$ cat src/rtl/adpll_lock_det.sv
// ADPLL lock detector: measures reference period, feedback phase and edge count
// per reference window, and runs a hysteretic lock FSM on the results.
module adpll_lock_det #(
    parameter int SYNC_STAGES  = 2,
    parameter int CNT_W        = 16,
    parameter int LOCK_COUNT   = 8,
    parameter int UNLOCK_COUNT = 2,
    parameter int CODE_TOL     = 1
) (
    input  logic             vco_clk,
    input  logic             reset,
    input  logic             ref_in,
    input  logic             fb_in,
    input  logic [3:0]       code_in,
    input  logic             clr_sticky,
    output logic             locked,
    output logic             lost_lock,
    output logic             ref_lost,
    output logic             meas_valid,
    output logic [CNT_W-1:0] ref_period,
    output logic [CNT_W-1:0] fb_phase,
    output logic [2:0]       fb_count,
    output logic [1:0]       lock_state
);

    typedef enum logic [1:0] {
        UNLOCKED = 2'd0,
        LOCKING  = 2'd1,
        LOCKED   = 2'd2,
        SLIPPING = 2'd3
    } state_t;

    localparam int GW = $clog2(LOCK_COUNT + 1);
    localparam int BW = $clog2(UNLOCK_COUNT + 1);
    localparam logic [CNT_W-1:0] CNT_MAX = '1;

    logic [SYNC_STAGES-1:0] ref_sync, fb_sync;
    logic                   ref_dly, fb_dly;
    logic                   ref_rise, fb_rise;
    logic [CNT_W-1:0]       period_cnt, phase_lat;
    logic                   phase_ok;
    logic [2:0]             win_cnt;
    logic [3:0]             code_prev;
    logic [4:0]             code_delta;
    logic                   first_window, eval, sat_hit, good;
    state_t                 state, state_nx;
    logic [GW-1:0]          good_cnt, good_nx;
    logic [BW-1:0]          bad_cnt, bad_nx;
    logic                   set_lost, locked_nx, lost_nx;

    always_ff @(posedge vco_clk) begin
        if (!reset) begin
            ref_sync <= '0;
            fb_sync  <= '0;
            ref_dly  <= 1'b0;
            fb_dly   <= 1'b0;
        end else begin
            ref_sync <= {ref_sync[SYNC_STAGES-2:0], ref_in};
            fb_sync  <= {fb_sync[SYNC_STAGES-2:0], fb_in};
            ref_dly  <= ref_sync[SYNC_STAGES-1];
            fb_dly   <= fb_sync[SYNC_STAGES-1];
        end
    end

    assign ref_rise = ref_sync[SYNC_STAGES-1] & ~ref_dly;
    assign fb_rise  = fb_sync[SYNC_STAGES-1] & ~fb_dly;
    assign ref_lost = (period_cnt == CNT_MAX);
    assign sat_hit  = !ref_rise && (period_cnt == CNT_MAX - 1'b1);
    assign eval     = ref_rise & ~first_window;

    // Phase is the period count at the first fb edge; an fb edge on ref_rise starts the new window at 0.
    always_ff @(posedge vco_clk) begin
        if (!reset) begin
            period_cnt <= '0;
            phase_lat  <= '0;
            phase_ok   <= 1'b0;
            win_cnt    <= '0;
        end else if (ref_rise) begin
            period_cnt <= CNT_W'(1);
            phase_lat  <= '0;
            phase_ok   <= fb_rise;
            win_cnt    <= {2'b00, fb_rise};
        end else begin
            if (period_cnt != CNT_MAX)
                period_cnt <= period_cnt + 1'b1;
            if (fb_rise) begin
                if (win_cnt != 3'd7)
                    win_cnt <= win_cnt + 1'b1;
                if (!phase_ok) begin
                    phase_ok  <= 1'b1;
                    phase_lat <= period_cnt;
                end
            end
        end
    end

    always_comb begin
        if (code_in >= code_prev)
            code_delta = {1'b0, code_in} - {1'b0, code_prev};
        else
            code_delta = {1'b0, code_prev} - {1'b0, code_in};
        good = (win_cnt == 3'd1) && (int'(code_delta) <= CODE_TOL);
    end

    always_ff @(posedge vco_clk) begin
        if (!reset) begin
            meas_valid   <= 1'b0;
            ref_period   <= '0;
            fb_phase     <= '0;
            fb_count     <= '0;
            code_prev    <= '0;
            first_window <= 1'b1;
        end else begin
            meas_valid <= eval;
            if (ref_rise) begin
                code_prev    <= code_in;
                first_window <= 1'b0;
            end else if (sat_hit) begin
                first_window <= 1'b1;
            end
            if (eval) begin
                ref_period <= period_cnt;
                fb_phase   <= phase_ok ? phase_lat : '1;
                fb_count   <= win_cnt;
            end
        end
    end

    always_ff @(posedge vco_clk) begin
        if (!reset) begin
            state     <= UNLOCKED;
            good_cnt  <= '0;
            bad_cnt   <= '0;
            locked    <= 1'b0;
            lost_lock <= 1'b0;
        end else begin
            state     <= state_nx;
            good_cnt  <= good_nx;
            bad_cnt   <= bad_nx;
            locked    <= locked_nx;
            lost_lock <= lost_nx;
        end
    end

    always_comb begin
        state_nx = state;
        good_nx  = good_cnt;
        bad_nx   = bad_cnt;
        set_lost = 1'b0;
        if (sat_hit) begin
            state_nx = UNLOCKED;
            good_nx  = '0;
            bad_nx   = '0;
            set_lost = (state == LOCKED) || (state == SLIPPING);
        end else if (eval) begin
            case (state)
                UNLOCKED: if (good) begin
                    if (LOCK_COUNT == 1) begin
                        state_nx = LOCKED;
                        good_nx  = '0;
                    end else begin
                        state_nx = LOCKING;
                        good_nx  = GW'(1);
                    end
                end
                LOCKING: if (!good) begin
                    state_nx = UNLOCKED;
                    good_nx  = '0;
                end else if (int'(good_cnt) + 1 >= LOCK_COUNT) begin
                    state_nx = LOCKED;
                    good_nx  = '0;
                end else begin
                    good_nx = good_cnt + 1'b1;
                end
                LOCKED: if (!good) begin
                    if (UNLOCK_COUNT == 1) begin
                        state_nx = UNLOCKED;
                        set_lost = 1'b1;
                    end else begin
                        state_nx = SLIPPING;
                        bad_nx   = BW'(1);
                    end
                end
                SLIPPING: if (good) begin
                    state_nx = LOCKED;
                    bad_nx   = '0;
                end else if (int'(bad_cnt) + 1 >= UNLOCK_COUNT) begin
                    state_nx = UNLOCKED;
                    bad_nx   = '0;
                    set_lost = 1'b1;
                end else begin
                    bad_nx = bad_cnt + 1'b1;
                end
                default: state_nx = UNLOCKED;
            endcase
        end
    end

    always_comb begin
        locked_nx = (state_nx == LOCKED) || (state_nx == SLIPPING);
        if (set_lost)
            lost_nx = 1'b1;
        else if (clr_sticky)
            lost_nx = 1'b0;
        else
            lost_nx = lost_lock;
    end

    assign lock_state = state;

endmodule

$ cat config.mk
export PLATFORM = sky130hd
export DESIGN_NAME = adpll_lock_det
export DESIGN_NICKNAME = d
export VERILOG_FILES = /design/src/rtl/adpll_lock_det.sv
export SDC_FILE = /design/constraint.sdc
export NUM_CORES = 1
export LEC_CHECK = 0
export BUFFER_PORTS_ARGS = -buffer_cell sky130_fd_sc_hd__buf_2
export CAP_MARGIN = 40
export CELL_PAD_IN_SITES_DETAIL_PLACEMENT = 1
export CELL_PAD_IN_SITES_GLOBAL_PLACEMENT = 1
export CORE_MARGIN = 10
export CORE_UTILIZATION = 49
export CTS_BUF_LIST = sky130_fd_sc_hd__clkbuf_4
export DETAILED_ROUTE_END_ITERATION = 7
export PLACE_DENSITY_LB_ADDON = 0.15
export SETUP_SLACK_MARGIN = 0.15
export SYNTH_ARGS = -nofsm -noshare
export SYNTH_HDL_FRONTEND = slang
export SYNTH_SLANG_ARGS = --single-unit
$ cat constraint.sdc
create_clock -name vco_clk -period 8.1 [get_ports vco_clk]
set_clock_uncertainty 0.1 [all_clocks]
set_input_delay 1.62 -clock vco_clk [delete_from_list [all_inputs] [get_ports vco_clk]]
set_output_delay 1.62 -clock vco_clk [all_outputs]
set_load 0.01 [all_outputs]
==> metrics.csv <==
stage,metric,value,unit
synth,synth_cells,484,
synth,netlist.area_leader.share,44.43,%
timing,hold_viol_final,0,
power_and_ir_drop,ir_worst_vdd,0.09786,mV
timing,rsz0062_at_grt,false,
grt,track_usage,16.28,%
routing,wl,10330,um
die,ios,50,
synth,synthTopCellsByArea,"dfxtp_1, nand2_1, ha_1",
worst_setup_path,cp.arrival,4.28,ns
routing,wl_met2,4892,um
clock_network,postCtsSetupBuffers,0,
worst_setup_path,path_max_fanout,7,
outcome,status,"finished, final reports clean",
synth,syn_area,4190,um2
worst_setup_path,end_kind,register,
final_layout,stdcell_count,628,
power_and_ir_drop,p_seq_share,60.1,%
placed_design,placed_area,4477,um2
worst_hold_path,hold_class,register to register,
synth,synth_seq_cells,93,
clock_network,htreeDepth,3,
synth,syn_nets,511,
synth,yosys_warnings,0,
timing,relSlewSlack,42.52,%
worst_setup_path,cp.required,8.37,ns
final_layout,diodes,0,
routing,viasPerCell,5.588,
clock_network,clk_latency,0.44,ns
placed_design,dp_cells,612,
die,core,8258,um2
synth,yosysUniqueCellTypes,48,
job,drv_cap,0,
clock_network,cts-hold-fix-buffers,0,
clock_network,cts-buffers-inserted,9,
timing,slew_viol_final,0,
grt,antenna_found_initial,0,
worst_setup_path,startpoint_type,primary input,
routing,wl_per_cell,16.44,um
routing,top_layer,met4,
die,dieWidth,112.5,um
synth,synth_top_area_cell,dfxtp_1,
placed_design,place_congestion,0.8189,
grt,grt_max_degree,58,
synth,synth_ff_type,dfxtp_1,
final_layout,drive_gt1_share,14.15,%
clock_network,path_clk_slew,0.14,ns
die,rows,33,
routing,dr.pass1.iters,6,
die,die-area,12650,um2
power_and_ir_drop,clockPowerShare,33.0,%
grt,grt_pass1_wl,17560,um
synth,synth_edf_count,0,
placed_design,hpwl,7342,um
final_layout,syn_to_final_growth,10.21,%
routing,antenna_left,0,
clock_network,cts_tree,built,
timing,fmax,249.3,MHz
grt,grt_pass1_vias,3558,
clock_network,ctsResizeCount,0,
routing,route.met3.wl,402,um
grt,gr-total-overflow,0,
power_and_ir_drop,power.density,169.2,nW/um2
timing,fin_crit_sh,49.53,%
final_layout,nNetsFinal,545,
final_layout,fin_area,4618,um2
timing,tns,0,ns
routing,drc,0,
routing,drt_iter0_drc,157,
synth,synth_area_per_cell,8.658,um2
placed_design,io_buffer_count,49,
clock_network,cts_root_buf,clkbuf_4,
routing,vias,3509,
die,start_util,50.74,%
power_and_ir_drop,p_sw_share,25.89,%
clock_network,cts_sinks,93,
synth,synth-seq-area-share,44.43,%
power_and_ir_drop,power_switching,202.3,uW
synth,ys_async_sr_fraction,0,%
power_and_ir_drop,p_leak,0.001979,uW
routing,drt-met1-wl,4909,um
power_and_ir_drop,p_int,578.9,uW
worst_setup_path,critPathKind,primary input to register,
power_and_ir_drop,power_frac_comb,6.9,%
timing,finalSetupViolCount,0,
clock_network,ctsLongestPathBuffers,2,
timing,worst_slew_pin_slew,0.8623,ns
timing,period_needed,4.012,ns
die,dieHeight,112.5,um
-- per-stage QoR --
stage | utilization (%) | setup slack (ns) | power [uW] | hold WS [ns]
3_3_place_gp | 54.12 | 3.748 | 530.4 | 0.3138
6_report | 55.92 | 4.088 | 781.2 | 0.3499
2_1_floorplan | - | 3.852 | 518.6 | 0.3119
3_5_place_dp | 54.21 | 3.621 | 533.4 | 0.3254
4_1_cts | 55.92 | 4.088 | 790.8 | 0.3578
5_1_grt | 55.92 | 4.001 | 819.4 | 0.3711
-- routing by layer --
metal / track usage, % / vias to the layer above
li1: - / 1736
met1: 21.21 / 1706
met2: 26.61 / 53
met3: 3.248 / 14
met4: 4.653 / 0
met5: 0 / -
-- layout make-up --
type,instances,area [um2]
clock inverters,7,73.82
inverters,22,82.58
repair buffers,53,275.3
flip-flops and latches,93,1862
fillers,1019,3640
clock buffers,9,67.56
multi-input cells,339,2126
well taps,105,131.4
-- placed cells by master (no fill, tap or decap), drive strengths merged, types with 9 or more instances in the layout --
cell type,netlist,final
o211a,17,17
a21boi,21,21
o21ai,12,12
nor2b,10,10
nand2,87,87
and2,9,9
ha,16,16
dfxtp,93,93
buf,5,53
nand3,12,12
inv,22,24
clkbuf,25,9
nand3b,17,17
a21oi,26,26
nor2,29,29
-- synthesized netlist by cell type (2+ instances only) --
library cell,count
a21boi_0,21
o21ai_0,11
mux2i_1,7
o211a_1,17
o211ai_1,3
nand3b_1,17
inv_1,22
nand2_1,87
nor3_1,7
nor2_1,29
or2_2,2
fa_1,2
a2111oi_0,2
ha_1,16
o2111ai_1,2
and2_1,9
a211oi_1,4
or3_1,5
a21oi_1,26
buf_1,3
nand2b_1,5
o31ai_1,4
xnor2_1,4
nor2b_1,10
xor2_1,7
nand3_1,12
dfxtp_1,93
buf_6,2
a31oi_1,7
nand4_1,6
clkbuf_1,25
-- power groups by stage --
stage	combinational, uW	clock, uW	sequential [uW]
after floorplan	41.9	0	477
after global placement	51.2	0	479
after detailed placement	53.9	0	479
after CTS	54.2	267	470
after global routing	60.7	288	471
final	53.6	258	469
-- worst max-delay path: stages --
cell     delay (ns)
buf_2          0.10
ha_1           0.17
inv_1          0.06
fa_1           0.40
xor2_1         0.17
or3_1          0.34
or4b_4         0.52
and3_4         0.21
or4_1          0.53
a31oi_1        0.16
-- cells by family (layout without fill, tap and decap cells) --
kind of cell | after synthesis | after routing | share of synthesized area (%)
adder cells (fa/ha/maj) | 18 | 18 | 5.733
XOR/XNOR | 11 | 11 | 2.299
AO/OA/AOI/OAI | 105 | 105 | 17.74
buffers and inverters | 52 | 91 | 5.016
flip-flops | 93 | 93 | 44.43
multiplexers | 8 | 8 | 1.941
AND/OR/NAND/NOR | 197 | 197 | 22.84
-- sequential cells by signal (all words and copies together) (netlist names), 2 cells and up --
signal / cells
bad_cnt: 2
code_prev: 4
fb_count: 3
fb_phase: 16
fb_sync: 2
good_cnt: 4
lock_state: 2
period_cnt: 16
phase_lat: 16
ref_period: 16
ref_sync: 2
win_cnt: 3
-- final timing paths --
path | depth (start not counted) | endpoint | slack (ns) | startpoint
worst max-delay path | 10 | good_cnt[2]$_SDFFE_PP0P_ | 4.09 | code_in[0]
worst min-delay path | 1 | ref_sync[1]$_SDFF_PN0_ | 0.35 | ref_sync[0]$_SDFF_PN0_
worst max register to register | 10 | good_cnt[2]$_SDFFE_PP0P_ | 4.97 | code_prev[0]$_SDFFE_PN0P_
worst min register to register | 1 | ref_sync[1]$_SDFF_PN0_ | 0.35 | ref_sync[0]$_SDFF_PN0_
Power figures use the tool's default switching activity.
